`config.mk`:
```
export PLATFORM = sky130hd
export DESIGN_NAME = k2_program_loader
export DESIGN_NICKNAME = d
export VERILOG_FILES = /design/src/rtl/k2_program_loader.sv
export SDC_FILE = /design/constraint.sdc
export NUM_CORES = 1
export LEC_CHECK = 0
export BUFFER_PORTS_ARGS = -buffer_cell sky130_fd_sc_hd__buf_2
export CAP_MARGIN = 20
export CORE_MARGIN = 2
export CORE_UTILIZATION = 42
export DETAILED_ROUTE_END_ITERATION = 8
export GPL_ROUTABILITY_DRIVEN = 0
export GPL_TIMING_DRIVEN = 0
export HOLD_SLACK_MARGIN = 0.03
export PLACE_DENSITY = 0.65
export SYNTH_ARGS = -nofsm -noshare
export SYNTH_HDL_FRONTEND = slang
export SYNTH_SLANG_ARGS = --single-unit
```
`constraint.sdc`:
```
create_clock -name clk -period 2.66 [get_ports clk]
set_clock_uncertainty 0.1 [all_clocks]
set_input_delay 0 -clock clk [delete_from_list [all_inputs] [get_ports clk]]
set_output_delay 0 -clock clk [all_outputs]
set_load 0.02 [all_outputs]
```
`src/rtl/k2_program_loader.sv`:
```
// Program loader: downloads a WIDTH-bit instruction image into on-chip memory, then releases the processor.
// Latency: an accepted byte is written on the same edge; RUN is entered on the edge that accepts the last byte (or the check byte).
// Backpressure: byte_ready is high only in LOAD/CHECK; bytes offered in any other state are left unconsumed.
//
// Optional feature macro: K2_LOADER_CHECKSUM_EN -- when defined, a trailing check byte is compared
// against the 8-bit modulo-256 sum of the image and a mismatch parks the loader in ERROR.
//
// Ports:
//   clk, rst_n                     clock, asynchronous active-low reset
//   load_start                     single-cycle request to (re)start a download (IDLE/RUN/ERROR only)
//   byte_valid, byte_data          offered instruction byte
//   byte_ready                     loader accepts byte_data this cycle
//   ProgramAddress                 processor fetch address
//   instruction_data               mem[ProgramAddress] while in RUN, else 0
//   PC_en, proc_rst_n, halt        processor control: PC_en = RUN & ~halt, reset held outside RUN
//   load_done                      one-cycle pulse on the first cycle of RUN
//   load_error                     high while in ERROR

module k2_program_loader #(
    parameter int ADDR_BITS = 4,
    parameter int WIDTH     = 8
) (
    input  logic                 clk,
    input  logic                 rst_n,
    input  logic                 load_start,
    input  logic                 byte_valid,
    input  logic [WIDTH-1:0]     byte_data,
    output logic                 byte_ready,
    input  logic [ADDR_BITS-1:0] ProgramAddress,
    output logic [WIDTH-1:0]     instruction_data,
    output logic                 PC_en,
    output logic                 proc_rst_n,
    input  logic                 halt,
    output logic                 load_done,
    output logic                 load_error
);

    localparam int DEPTH = 1 << ADDR_BITS;
    localparam logic [ADDR_BITS-1:0] LAST_ADDR = '1;

    typedef enum logic [2:0] {
        S_IDLE  = 3'd0,
        S_LOAD  = 3'd1,
        S_CHECK = 3'd2,
        S_RUN   = 3'd3,
        S_ERROR = 3'd4
    } state_t;

    state_t                 state;
    state_t                 next_state;
    logic [ADDR_BITS-1:0]   wptr;
    logic [7:0]             checksum;
    logic                   load_done_q;
    logic [WIDTH-1:0]       mem [DEPTH];

    logic                   accept;
    logic                   restart;
    logic [7:0]             byte_lo;

    assign byte_ready = (state == S_LOAD) || (state == S_CHECK);
    assign accept     = byte_valid && byte_ready;
    assign byte_lo    = 8'(byte_data);

    // load_start only counts when no download is in flight.
    assign restart = load_start &&
                     ((state == S_IDLE) || (state == S_RUN) || (state == S_ERROR));

    always_comb begin
        next_state = state;
        case (state)
            S_IDLE: begin
                if (load_start) next_state = S_LOAD;
            end
            S_LOAD: begin
                if (accept && (wptr == LAST_ADDR)) begin
`ifdef K2_LOADER_CHECKSUM_EN
                    next_state = S_CHECK;
`else
                    next_state = S_RUN;
`endif
                end
            end
`ifdef K2_LOADER_CHECKSUM_EN
            S_CHECK: begin
                if (accept) next_state = (byte_lo == checksum) ? S_RUN : S_ERROR;
            end
`endif
            S_RUN, S_ERROR: begin
                if (load_start) next_state = S_LOAD;
            end
            default: next_state = S_IDLE;
        endcase
    end

    always_ff @(posedge clk or negedge rst_n) begin
        if (!rst_n) begin
            state       <= S_IDLE;
            wptr        <= '0;
            checksum    <= '0;
            load_done_q <= 1'b0;
            for (int i = 0; i < DEPTH; i++) begin
                mem[i] <= '0;
            end
        end else begin
            state       <= next_state;
            // Pulse exactly on the edge that moves the loader into RUN.
            load_done_q <= (next_state == S_RUN) && (state != S_RUN);
            if (restart) begin
                wptr     <= '0;
                checksum <= '0;
            end else if ((state == S_LOAD) && accept) begin
                // wptr wraps to 0 on the last byte; LOAD is left on the same edge,
                // so no further writes can land.
                mem[wptr] <= byte_data;
                wptr      <= wptr + 1'b1;
                checksum  <= checksum + byte_lo;
            end
        end
    end

    assign instruction_data = (state == S_RUN) ? mem[ProgramAddress] : '0;
    assign proc_rst_n       = (state == S_RUN);
    assign PC_en            = (state == S_RUN) && !halt;
    assign load_done        = load_done_q;

`ifdef K2_LOADER_CHECKSUM_EN
    assign load_error = (state == S_ERROR);
`else
    assign load_error = 1'b0;
`endif

endmodule
```
# After elaboration in Yosys (flattened, before gate mapping)
# Index checks and enable logic that the tools add are counted.
[word_totals]
in_bits = 17
wordCells = 60
register_bits = 136
out_inout_bits = 13
[op_classes]
magnitude_cmp = 3
addsub = 1
bitwise_logic = 3
mux = 12
eq_ne = 7
n_reduce_logical = 15
[op_table]
columns = ["op", "count"]
rows = [
  ["128-bit bitwise mux", 1],
  ["8-bit binary-select mux with 4-bit select", 1],
  ["8-bit demux with 4-bit select", 1],
  ["8-bit 2-to-1 mux", 4],
  ["5-bit >= comparator (second input constant)", 2],
  ["4-bit inverter with 5-bit output", 2],
  ["3-bit by 2-bit == test with 1-bit output (second input constant)", 3],
  ["4-bit 2-to-1 mux", 2],
  ["1-bit logical AND", 7],
  ["3-bit 2-to-1 mux", 2],
  ["3-bit one-hot mux with 2 select lines", 1],
  ["5-bit by 1-bit less-than comparator with 1-bit output (second input constant)", 1],
  ["4-bit by 1-bit adder with 4-bit output (second input constant)", 1],
  ["4-bit == test (second input constant)", 1],
  ["3-bit by 1-bit == test with 1-bit output (second input constant)", 1],
  ["3-bit == test (second input constant)", 1],
  ["3-bit logical NOT", 1],
  ["1-bit logical OR", 3],
  ["3-bit by 2-bit != test with 1-bit output (second input constant)", 1],
  ["3-bit OR reduction", 1],
  ["2-bit AND reduction", 1],
  ["2-bit nonzero test", 1],
  ["1-bit logical NOT", 1],
  ["1-bit inverter", 1],
]

# Logic depth before layout (Yosys ltp)
[logic_depth]
word_depth = 8
ltp_mapped = 7
ltp_nobuf = 5

# Worst setup path after synthesis
# No wires, ideal clock.
[synth_timing]
path_kind = "flip-flop to flip-flop"
start = "reg state[2]"
end = "reg mem[0] in the netlist's numbering"
required_ns = 2.435
arrival_time_ns = 1.628
path_stages_with_launch = 7
setup_ns = 0.125
slack_ns = 0.807
synth_period_minus_slack_ns = 1.853
path_buffers = 2
path_cell_list = "dfrtp_1 and4bb_4 and3_1 buf_6 and3_4 buf_8 mux2_4"
[synth_via]
elab_chain_cells = 6
word_cells_on_any_way = 13
classes_between = "eq/ne: 4; bitwise: 1; reduce/logical: 8"
[synth_lines]
columns = ["element", "line", "text"]
rows = [
  ["from (decl)", "49", "state_t state;"],
  ["from (signal assigned)", "105", "state <= next_state;"],
  ["3-bit by 2-bit == test with 1-bit output / 3-bit logical NOT (equally long branches)", "66", "((state == S_IDLE) || (state == S_RUN) || (state == S_ERROR));"],
  ["1-bit logical OR (2 in a row)", "66", ""],
  ["1-bit logical AND", "65", "assign restart = load_start &&"],
  ["1-bit inverter (no line)", "-", ""],
  ["2-bit AND reduction (no line) (*)", "-", ""],
  ["to (signal, indexed assignment)", "114", "mem[wptr] <= byte_data;"],
  ["to (decl)", "54", "logic [WIDTH-1:0] mem [DEPTH];"],
]
# Every way passes the cells marked *; elsewhere a longest branch is shown, timed or not.
# A chain may end at the register's enable or synchronous reset.

# Worst setup path in the final report
[layout_timing]
start = "reg state[2]"
end = "out instruction_data[7]"
[layout_via]
elab_chain_cells = 2
[layout_lines]
columns = ["element", "line", "text"]
rows = [
  ["3-bit by 2-bit == test with 1-bit output", "121", "assign instruction_data = (state == S_RUN) ? mem[ProgramAddress] : '0;"],
  ["8-bit 2-to-1 mux", "121", ""],
  ["to (decl)", "30", "output logic [WIDTH-1:0] instruction_data,"],
]
# Every way passes these cells.

==> summary.md <==
| Metric | Value |
|---|---|
| Cell row count | 44 |
| Area grow syn2layout | 18.1% |
| Initial antenna violation count | 0 |
| Worst-Skew Late Latency | 0.42 ns |
| Area after DPL | 0.00669 mm^2 |
| PortBufs | 26 |
| CP max FO | 7 |
| Number of synthesized flops with an enable pin | 0 |
| Clock transition at path regs | 0.06 ns |
| Layout cells sized above 1 | 51.8% |
| Synth Cell Area | 0.00630 mm^2 |
| CTS Sinks | 136 |
| Ranking of synthesized cells by area | dfrtp_1 (54%), mux2_2 (21%), mux4_2 (11%) |
| Final TNS setup | 0 ns |
| Cell area after layout | 0.00744 mm^2 |
| Tmin final | 2.51 ns |
| Crit Path Category | register to primary output |
| Detailed Routing Iterations Pass 1 | 5 |
| Yosys warns | 0 |
| N_diodes | 0 |
| Post-route ant nets | 0 |
| Dpl cells | 615 |
| Via/cell ratio | 5.61 |
| Register bit count reported by yosys | 136 |
| Overflow after GRT | 0 |
| Die Y | 126 um |
| Top cell type's share of synthesized area | 54.1% |
| First DRT Iteration DRCs | 251 |
| First-pass GRT wire length | 22.6 mm |
| Top-count cell post-synth | dfrtp_1 |
| Finish-stage setup viols | 0 |
| Die ar. | 0.0160 mm^2 |
| Post-synth ARST share | 100% |
| Largest stage delay, worst path | 0.59 ns |
| Crit-path slowest cell | nor3b_2 |
| Maxcap violations | 0 |
| Routed WL | 14.2 mm |
| Synth Flop Type | dfrtp_1 |
| Clk buf depth | 2 |
| PD cells | 1090 mW/mm^2 |
| Crit start category | register |
| Drt wl/cell | 21.6 um |
| Syn Nets | 425 |
| Peak supply drop | 0.524 mV |
| Pin count of the biggest net entering global routing | 80 |
| Leakage | 0.00331 uW |
| Vias in the first global route | 3987 |
| Clk root buf | clkbuf_16 |
| Outcome | complete, no violations |
| Synth area leader | dfrtp_1 |
| Io pins | 30 |
| CTS tree | built |
| Most instantiated cells after synthesis | dfrtp_1 (136), mux2_2 (117), mux4_2 (30), nand2_2 (11), clkbuf_1 (10) |
| Hold Fails Final Rpt | 0 |
| Via count | 3684 |
| Fin cells | 657 |
| Placeable Area | 0.0146 mm^2 |
| CP arrival | 2.41 ns |
| Final Max Tran Viols | 0 |
| Htree depth | 4 |
| Crit-path cells | nand3b_1 -> nor3b_2 -> a22o_1 -> a221o_1 -> buf_2 |
| Fin crit share | 94.4% |
| Worst-margin pin slew | 0.846 ns |
| Post-Syn Instances | 404 |
| Cell depth of the worst flop-to-flop path | 5 |
| Starting utilization of the core area | 43.2% |
| Inserted Clock Buffers | 17 |
| Tot Pwr | 8080 uW |
| # nets final | 481 |
| Post-Syn Area per Cell | 15.6 um^2 |
| Tot GR Track Use | 19.1% |
| Achievable clock frequency | 398 MHz |
| Final hold slack | 0.0229 ns |
| RSZ-0062 raised after global routing | no |
| DP HPWL | 9.51 mm |
| Post-synth cell types | 43 |
| Max_slew headroom | 43.6% |
| Register area share after synthesis | 54.1% |
| Drt drc | 0 |
| Post-CTS Setup Inserts | 0 |
| HP Class | input port to async pin |
| DIE WIDTH | 126 um |
| Critical Path RT | 2.56 ns |
| Worst setup EP type | primary output |
## layout make-up
class / instances / area [um^2]
plain buffers: 25 / 135
clock buffers: 19 / 453
clock inverters: 13 / 176
fillers: 1216 / 7150
inverters: 6 / 22.5
multi-input cells: 236 / 2740
flip-flops and latches: 136 / 3400
well taps: 184 / 230
repair buffers: 38 / 274
## power breakdown
| group | leakage [uW] | switching (uW) | internal [uW] |
|---|---|---|---|
| clock | 0.000305 | 890 | 1610 |
| combinational | 0.00132 | 742 | 1310 |
| sequential | 0.00169 | 489 | 3040 |
| total | 0.00331 | 2120 | 5960 |
## layer usage
metal	global-route usage, %	part of all wire, %
met1	25.4	45
met2	30.2	48
met3	4.72	4.3
met4	7.50	2.0
met5	0	0
## flip-flops by register name (all words and copies together) (netlist names)
register	count
mem	128
wptr	4
load_done	1
state	3
## metrics by stage
stage | setup slack [ns] | utilization [%]
after floorplan | 0.807 | -
after global placement | -0.306 | 45.6
after detailed placement | 0.377 | 45.9
after CTS | 0.0811 | 51.0
after global routing | 0.0218 | 51.0
final | 0.150 | 51.0
## path summary, 6_finish.rpt
| path | start | to | slack (ns) |
|---|---|---|---|
| setup / recovery | state[2] | instruction_data[7] | 0.15 |
| hold / removal | rst_n | mem[37] | 0.02 |
| setup reg to reg | state[2] | mem[101] | 0.59 |
| hold reg to reg | mem[39] | mem[39] | 0.39 |
| max in group asynchronous | rst_n | mem[107] | 1.67 |
| min in group clk | halt | PC_en | 0.15 |
## repair_timing
action | 4_1_cts | 5_1_grt
endpoints found under the hold margin | 191 | 0
resized for setup | 3 | 0
hold buffers | 11 | 0
endpoints found under the setup margin | 6 | 7
## cell families after synthesis
kind of cell / count (synthesis) / synth area share [%]
buffers and inverters: 32 / 2.56
adder cells (fa/ha/maj): 4 / 0.795
AO/OA/AOI/OAI: 22 / 2.98
flip-flops: 136 / 54.1
AND/OR/NAND/NOR: 43 / 4.21
other: 1 / 0.0596
XOR/XNOR: 3 / 0.417
multiplexers: 163 / 34.9
## placed cells by master (no fill, tap or decap), types with 3 or more instances in the layout
cell type / instances
bufinv_16: 4
a22o_1: 6
dlygate4sd3_1: 11
nor2_1: 6
nand2_1: 4
clkinvlp_4: 3
mux2_2: 117
buf_4: 3
dfrtp_1: 136
clkinv_2: 5
nand2_2: 11
a221o_1: 7
mux2_1: 4
mux2_4: 8
clkbuf_16: 17
and3_1: 3
inv_1: 6
mux4_2: 30
mux2i_1: 4
and2_1: 4
ha_1: 4
buf_2: 34
clkbuf_1: 9
## worst max-delay path: cells and delay by family (launching register included)
kind | cells | cell delay (ns)
AO/OA/AOI/OAI | 2 | 0.44
buffers and inverters | 1 | 0.17
flip-flops | 1 | 0.42
AND/OR/NAND/NOR | 2 | 0.96
Note: power is estimated with default switching activity, not from simulation.
